===== src/rtl/eq_run_if.sv =====
// Command/compare/result bundle for eq_run_ctrl.
// The hit_cnt signal exists only when EQ_RUN_HITCNT_EN is defined.
interface eq_run_if #(
    parameter int WIN_W = 8
);
    logic             w1;
    logic             w2;
    logic             start;
    logic             abort;
    logic [WIN_W-1:0] win_len;
    logic             busy;
    logic             done;
    logic             hit;
    logic [3:0]       run_cnt;
`ifdef EQ_RUN_HITCNT_EN
    logic [7:0]       hit_cnt;
`endif

    // start is a single-cycle request with no ready; it is accepted only when busy = 0.
    // done is a single-cycle pulse and hit is meaningful only while done = 1.
    modport master (
        output w1, w2, start, abort, win_len,
`ifdef EQ_RUN_HITCNT_EN
        input  hit_cnt,
`endif
        input  busy, done, hit, run_cnt
    );

    modport slave (
        input  w1, w2, start, abort, win_len,
`ifdef EQ_RUN_HITCNT_EN
        output hit_cnt,
`endif
        output busy, done, hit, run_cnt
    );
endinterface


===== src/rtl/eq_run_ctrl.sv =====
// Windowed search for RUN_LEN consecutive cycles with w1 == w2, reported by a done/hit pulse.
// Optional EQ_RUN_HITCNT_EN adds a saturating count of successful searches on hit_cnt.
module eq_run_ctrl #(
    parameter int RUN_LEN = 4,
    parameter int WIN_W   = 8
) (
    input  logic      clk,
    input  logic      reset,
    eq_run_if.slave   bus
);
    localparam logic [4:0] RUN_LEN_C = 5'(RUN_LEN);
    localparam logic [3:0] RUN_MAX   = 4'(RUN_LEN);

    typedef enum logic [1:0] {
        S_IDLE  = 2'd0,
        S_ARMED = 2'd1,
        S_DONE  = 2'd2
    } state_t;

    state_t           r_state;
    state_t           w_next_state;
    logic [WIN_W-1:0] r_win_cnt;
    logic [3:0]       r_run_cnt;
    logic             r_hit;
    logic             w_eq;
    logic             w_hit;
    logic             w_timeout;
    logic [4:0]       w_run_inc;

    assign w_eq      = (bus.w1 == bus.w2);
    assign w_run_inc = {1'b0, r_run_cnt} + 5'd1;
    assign w_hit     = w_eq && (w_run_inc == RUN_LEN_C);
    assign w_timeout = (r_win_cnt == WIN_W'(1));

    always_ff @(posedge clk) begin
        if (reset) begin
            r_state <= S_IDLE;
        end else begin
            r_state <= w_next_state;
        end
    end

    // abort outranks hit, and hit outranks timeout.
    always_comb begin
        w_next_state = r_state;
        case (r_state)
            S_IDLE: begin
                if (bus.start) begin
                    w_next_state = (bus.win_len == '0) ? S_DONE : S_ARMED;
                end
            end
            S_ARMED: begin
                if (bus.abort) begin
                    w_next_state = S_IDLE;
                end else if (w_hit || w_timeout) begin
                    w_next_state = S_DONE;
                end
            end
            S_DONE:  w_next_state = S_IDLE;
            default: w_next_state = S_IDLE;
        endcase
    end

    always_ff @(posedge clk) begin
        if (reset) begin
            r_win_cnt <= '0;
            r_run_cnt <= '0;
            r_hit     <= 1'b0;
        end else begin
            case (r_state)
                S_IDLE: begin
                    if (bus.start) begin
                        r_win_cnt <= bus.win_len;
                        r_run_cnt <= '0;
                        r_hit     <= 1'b0;
                    end
                end
                S_ARMED: begin
                    if (bus.abort) begin
                        r_win_cnt <= '0;
                        r_run_cnt <= '0;
                        r_hit     <= 1'b0;
                    end else begin
                        if (!w_eq) begin
                            r_run_cnt <= '0;
                        end else if (r_run_cnt != RUN_MAX) begin
                            r_run_cnt <= w_run_inc[3:0];
                        end
                        if (r_win_cnt != '0) begin
                            r_win_cnt <= r_win_cnt - WIN_W'(1);
                        end
                        r_hit <= w_hit;
                    end
                end
                default: r_hit <= 1'b0;
            endcase
        end
    end

`ifdef EQ_RUN_HITCNT_EN
    logic [7:0] r_hit_cnt;

    // Counts on the edge that enters DONE with a hit, so the new value is visible during done.
    always_ff @(posedge clk) begin
        if (reset) begin
            r_hit_cnt <= '0;
        end else if ((r_state == S_ARMED) && !bus.abort && w_hit && (r_hit_cnt != 8'hFF)) begin
            r_hit_cnt <= r_hit_cnt + 8'd1;
        end
    end

    assign bus.hit_cnt = r_hit_cnt;
`endif

    always_comb begin
        bus.busy    = (r_state != S_IDLE);
        bus.done    = (r_state == S_DONE);
        bus.hit     = (r_state == S_DONE) && r_hit;
        bus.run_cnt = r_run_cnt;
    end
endmodule


===== src/flat_wrapper.sv =====
// flat-port wrapper written by rule: the top's interface ports become plain ports
module eq_run_ctrl_flat 
#(
    parameter int RUN_LEN = 4,
    parameter int WIN_W   = 8
)
  (clk, reset, bus_w1, bus_w2, bus_start, bus_abort, bus_win_len, bus_busy, bus_done, bus_hit, bus_run_cnt);
  eq_run_if #(.WIN_W(WIN_W)) bus_i ();
  input  logic clk;
  input  logic reset;
  input wire logic [$bits(bus_i.w1)-1:0] bus_w1;
  input wire logic [$bits(bus_i.w2)-1:0] bus_w2;
  input wire logic [$bits(bus_i.start)-1:0] bus_start;
  input wire logic [$bits(bus_i.abort)-1:0] bus_abort;
  input wire logic [$bits(bus_i.win_len)-1:0] bus_win_len;
  output wire logic [$bits(bus_i.busy)-1:0] bus_busy;
  output wire logic [$bits(bus_i.done)-1:0] bus_done;
  output wire logic [$bits(bus_i.hit)-1:0] bus_hit;
  output wire logic [$bits(bus_i.run_cnt)-1:0] bus_run_cnt;
  assign bus_i.w1 = bus_w1;
  assign bus_i.w2 = bus_w2;
  assign bus_i.start = bus_start;
  assign bus_i.abort = bus_abort;
  assign bus_i.win_len = bus_win_len;
  assign bus_busy = bus_i.busy;
  assign bus_done = bus_i.done;
  assign bus_hit = bus_i.hit;
  assign bus_run_cnt = bus_i.run_cnt;
  eq_run_ctrl #(.RUN_LEN(RUN_LEN), .WIN_W(WIN_W)) u_core (.clk(clk), .reset(reset), .bus(bus_i));
endmodule

===== config.mk =====
export PLATFORM = sky130hd
export DESIGN_NAME = eq_run_ctrl_flat
export DESIGN_NICKNAME = d
export VERILOG_FILES = /design/src/rtl/eq_run_if.sv /design/src/rtl/eq_run_ctrl.sv /design/src/flat_wrapper.sv
export SDC_FILE = /design/constraint.sdc
export NUM_CORES = 1
export LEC_CHECK = 0
export CAP_MARGIN = 20
export CORE_ASPECT_RATIO = 1.25
export CORE_MARGIN = 10
export CORE_UTILIZATION = 46
export CTS_CLUSTER_DIAMETER = 200
export DETAILED_ROUTE_END_ITERATION = 7
export GPL_TIMING_DRIVEN = 0
export PLACE_DENSITY = 0.75
export SLEW_MARGIN = 25
export SYNTH_ARGS = -nofsm -noshare
export SYNTH_HDL_FRONTEND = slang
export SYNTH_SLANG_ARGS = --single-unit

===== constraint.sdc =====
create_clock -name clk -period 1.7 [get_ports clk]
set_input_delay 0.34 -clock clk [delete_from_list [all_inputs] [get_ports clk]]
set_output_delay 0.34 -clock clk [all_outputs]
set_load 0.1 [all_outputs]

==> results of run 1 <==
-- synth_stat cells, types with 3 or more instances --
cell and instances:
o21ai_0 8, nor2_1 8, nand3_1 3, nand2_1 4, ha_1 5, a32o_1 3, buf_2 3, a21oi_1 8
a31oi_1 6, nor4_1 3, dfxtp_1 15, nor3_1 9, inv_1 8
-- routing by layer --
| layer | part of all wire [%] | vias to the layer above | GRT usage [%] |
|---|---|---|---|
| met5 | 0 | - | 0 |
| met4 | 2.5 | 0 | 7.06 |
| met3 | 5.1 | 8 | 3.45 |
| met2 | 51 | 30 | 22.7 |
| met1 | 42 | 548 | 14.6 |
| li1 | - | 553 | - |
-- worst paths after layout --
kind	endpoint	slack (ns)	cells after the start	startpoint
min reg2reg	u_core.r_hit	0.48	2	u_core.r_hit
max	u_core.r_win_cnt[4]	-0.03	6	u_core.r_win_cnt[0]
max reg2reg	u_core.r_win_cnt[4]	-0.03	6	u_core.r_win_cnt[0]
min	u_core.r_hit	0.48	2	u_core.r_hit
-- layout make-up --
class                      count  area (um^2)
inverter                       8         32.5
clock buffer                   4         26.3
tap                           31         38.8
fill                         195          729
buffer                         6         40.0
multi-input combinational     98          768
sequential                    15          319
timing repair buffer          28          256
-- worst max-delay path: cells and delay by family, from the launching register on --
kind	cells	cell delay, ns
flops	1	0.35
compound gates	2	0.27
buf+inv	1	0.07
fa+ha+maj	1	0.16
simple gates	2	0.84
-- kinds of logic after synthesis --
group	after synthesis
buffers and inverters	14
and+or+nand+nor	44
DFF	15
muxes	2
AOI/OAI and AO/OA	45
xor gates and xnor gates	2
adders and majority gates	5
-- stage by stage --
stage          cells  utilization, %  total power [mW]  setup TNS, ns  cell area [um^2]
3_5_place_dp     178            60.3             0.843          -7.45              1330
6_report         190            67.0              1.15        -0.0293              1480
3_3_place_gp     178            60.3             0.837          -7.26              1330
4_1_cts          187            64.1              1.10       -0.00640              1420
2_1_floorplan    127               -             0.728        -0.0491              1090
5_1_grt          190            67.0              1.22         -0.174              1480
-- power groups by stage --
stage | Combinational [mW] | Clock (mW) | Sequential [mW]
2_1_floorplan | 0.304 | 0 | 0.424
3_3_place_gp | 0.411 | 0 | 0.426
3_5_place_dp | 0.415 | 0 | 0.428
4_1_cts | 0.458 | 0.212 | 0.425
5_1_grt | 0.552 | 0.229 | 0.434
6_report | 0.512 | 0.212 | 0.430
-- flip-flops by register name, summed over array words and instances (netlist names) --
name and flops:
u_core.r_state 2, u_core.r_hit 1, u_core.r_win_cnt 8, u_core.bus.run_cnt 4
-- what timing repair did --
item,CTS,global route
pin swaps,4,4
endpoints found under the setup margin,16,12
gates resized for setup,39,11
buffers inserted,5,3
==> metrics.txt, run 1 <==
Die ar.=4680 um^2; Yosys Warn Count=0; endpoints failing setup=1; Synth Area in Compound Gates=a little under a third; Yosys reg bits=15; Sequential Power Share=a little under two fifths; Mean Syn Cell Area=8.45 um^2; CTS Buffer Depth=2; grt ovf=0; first drt pass iteration count=4; clock share of power=18.4%; TritonCTS Sinks=15; routed wire length=3.11 mm; first-pass GRT wire length=~5.1 mm; failing checks=negative setup slack; Simple-Gate Fraction of Synth Area=25.1%; Fin Hold WS=0.477 ns; max cap viols=0; Pwr Density=779 nW/um^2; Mapped Area=1070 um^2; Synth cell types=48; Iteration-0 DRC Markers=25; global-route usage over all layers=13.1%; DP HPWL=2.19 mm; Root Buffer=clkbuf_4; GP Congestion=0.861; ys async rst share=0%; largest family of logic cells by synthesized area=compound AO/OA/AOI/OAI gates; top cell type's share of synthesized area=28.0%; Post-Synth Adder-Cell Area=5.83%; Port Buffer Count=20; total number of H-tree levels=1; Ports=21; Setup Skew=0.00886 ns; CP cell instances=inv_2 -> ha_4 -> or3b_4 -> or4_4 -> a21oi_2 -> a32o_1; largest area contributor in the netlist=dfxtp_1; Hold Fails Final Rpt=0; worst slack, placed=-0.549 ns; worst path required time=1.95 ns; Synth area leaders=dfxtp_1 28%, ha_1 5.8%, nor3_1 4.2%, a21oi_1 3.7%, o21ai_0 3.7%; Hold-fix buffers, CTS=0; cell count after synthesis=127; critical path class=flop to flop; initial antenna violation count=0; Die H=74.0 um; DIE WIDTH=63.2 um; startpoint types=flop; most frequent cells in the layout=12 x clkdlybuf4s50_1, 10 x buf_4, 9 x nor3_1; Tmin final=1.73 ns; unrepaired setup endpoints after global routing=true; ys flop type=dfxtp_1; Switch Pwr=0.440 mW; static leakage=0.538 nW; nets@finish=179; Post-synth EDFFs=0; pin count of the biggest net entering global routing=11; switching fraction of total power=a little under two fifths; Num CTS Buffers=3; layout cell share with drive strength beyond 1=about a third; final worst slack=-0.0293 ns; CP max stage delay=approximately 0.43 ns; Initial Utilization=48.6%; combinational share of power=44.4%; Internal=0.714 mW; total number of vias=1,139; post-synthesis mux area share=between 1.5 and 2%; Max IR drop VDD=~0.57 mV; sequential fraction of the synthesis area=28.0%; antenna cells=0; TritonCTS clock tree=built; clock latency on the worst-skew pair=0.29 ns; WL/cell=around 16 um; Post-route DRC=0; Worst slew margin=62.0%; Final Slew Violations=0; run status=finished, violations left; Syn-to-layout area delta=38.0%; Post-Synth XOR/XNOR Area=roughly 1.6%; Clk pin slew, worst setup/hold paths=approximately 0.09 ns; HP Class=flop to flop; WP data arrival=1.97 ns; Slew @ Worst Pin=between 0.5 and 0.6 ns; Row Count=19; core area=2210 um^2; period utilization=102%; number of global-route vias before repair=roughly 1,100; Fmax=between 500 and 600 MHz; Worst Path Max Fanout=5; CP Capture Type=flop; via/cell ratio=5.99; Slowest-stage cell, CP=or4_4; Mapped Nets=about 150; commonest non-fill, non-tap cell in the layout=clkdlybuf4s50_1; ANT nets after route=0
Note: power is estimated with default switching activity, not from simulation.
==> run 2, diff against run 1 <==
CELL_PAD_IN_SITES_DETAIL_PLACEMENT = 1   (was default)
CELL_PAD_IN_SITES_GLOBAL_PLACEMENT = 2   (was default)
CORE_UTILIZATION = 27   (was 46)
HOLD_SLACK_MARGIN = 0.05   (was default)
PLACE_DENSITY = default   (was 0.75)
PLACE_DENSITY_LB_ADDON = 0.1   (was default)
==> metrics.txt, run 2 (synthesized netlist as in run 1, its figures left out) <==
Pwr Density=about 800 nW/um^2; critical path class=flop to flop; Pwr Total=1.25 mW; first drt pass iteration count=3; total number of vias=1,119; CTS Buffer Depth=2; Fmax=between 500 and 600 MHz; Ports=21; Root Buffer=clkbuf_8; number of global-route vias before repair=around 1,200; Fin Hold WS=0.477 ns; Iteration-0 DRC Markers=61; final worst slack=0.0133 ns; Row Count=25; HP Class=flop to flop; Final Slew Violations=0; startpoint types=flop; DP HPWL=2.67 mm; clock latency on the worst-skew pair=approximately 0.26 ns; Die ar.=6910 um^2; total number of H-tree levels=1; Worst slew margin=63.5%; WL/cell=between 15 and 20 um; unrepaired setup endpoints after global routing=true; number of fill cells=464; DIE WIDTH=approximately 76 um; most frequent cells in the layout=12 x clkdlybuf4s50_1, 9 x buf_4, 9 x nor3_1; routed wire length=3.66 mm; grt ovf=0; period utilization=approximately 99%; global-route usage over all layers=10.9%; commonest non-fill, non-tap cell in the layout=clkdlybuf4s50_1; antenna cells=0; worst path required time=roughly 1.9 ns; Clk pin slew, worst setup/hold paths=0.07 ns; Slew @ Worst Pin=between 0.5 and 0.6 ns; Worst Hold Launch=u_core.r_hit; Port Buffer Count=20; GP Congestion=0.763; layout cell share with drive strength beyond 1=32.5%; Reg with most FFs=u_core.r_win_cnt; Tmin final=1.69 ns; Die H=between 90 and 100 um; Worst Path Max Fanout=4; TritonCTS Sinks=15; TritonCTS clock tree=built; nets@finish=approximately 180; initial antenna violation count=0; Initial Utilization=28.1%; max FFs per register=8; worst slack, placed=-0.689 ns; run status=complete, no violations; CP Capture Type=flop; pin count of the biggest net entering global routing=11; Setup Skew=around 0.0022 ns; endpoints failing setup=0; Num CTS Buffers=3; Hold Fails Final Rpt=0; max cap viols=0; static leakage=0.541 nW; Worst R2R Setup Slack=roughly 0.013 ns; via/cell ratio=5.30; Post-route DRC=0; core area=3820 um^2; Hold-fix buffers, CTS=0; first-pass GRT wire length=6.18 mm; WP data arrival=1.89 ns; Syn-to-layout area delta=41.4%; ANT nets after route=0; Max IR drop VDD=0.209 mV; CP startpoint=u_core.r_win_cnt[1]; r2r startpoint=u_core.r_win_cnt[1]
-- run 2: area by class of cell --
class,count,area [um^2],share of cell area [%]
inverter,8,35.0,2.31
buffer,6,41.3,2.72
timing repair buffer,26,239,15.7
tap,54,67.6,4.45
sequential,15,319,21.0
clock buffer,4,45.0,2.97
multi-input combinational,98,771,50.8
-- run 2: final timing paths --
check	endpoint	cells after the start
setup / recovery	u_core.r_win_cnt[4]	6
hold / removal	u_core.r_hit	2
setup reg to reg	u_core.r_win_cnt[4]	6
hold reg to reg	u_core.r_hit	2
-- run 2: metrics by stage --
stage / TNS [ns] / instance area (um^2) / utilization, % / cells
6_report: 0 / 1520 / 39.8 / 211
5_1_grt: -0.145 / 1520 / 39.8 / 211
4_1_cts: 0 / 1450 / 38.0 / 208
3_5_place_dp: -9.15 / 1360 / 35.7 / 201
3_3_place_gp: -8.99 / 1360 / 35.7 / 201
2_1_floorplan: -0.0491 / 1090 / - / 127
-- run 2: routing by layer --
layer  part of all wire, %  vias to the layer above  routed length [um]  GRT usage [%]
met4                   3.4                        0                 125           7.30
met5                     0                        -                   0              0
met2                    51                       22                1850           19.2
met3                   1.6                        9                  60          0.996
met1                    44                      540                1620           12.1
li1                      -                      548                   -              -
-- run 2: timing repair --
action / CTS / global route
resized for setup: 39 / 13
pin swaps: 4 / 5
setup endpoints to repair: 20 / 11
buffers inserted: 3 / 3
-- run 2: power breakdown --
group / total [mW] / leakage [nW] / switching (mW) / internal [mW]
Combinational: 0.504 / 0.391 / 0.273 / 0.231
Sequential: 0.435 / 0.127 / 0.0494 / 0.385
Clock: 0.311 / 0.0228 / 0.144 / 0.167
Total: 1.25 / 0.541 / 0.466 / 0.783
-- run 2: critical path: stages (launching register included) --
cell	delay (ns)
dfxtp_4	0.36
inv_4	0.06
ha_4	0.13
or3b_4	0.38
or4_1	0.40
a21oi_1	0.16
a32o_1	0.14
==> run 3, diff against run 2 <==
TNS_END_PERCENT = 100   (was default)
==> results of run 3 <==
No change in the layout: final DEF, timing and power equal those of run 2.
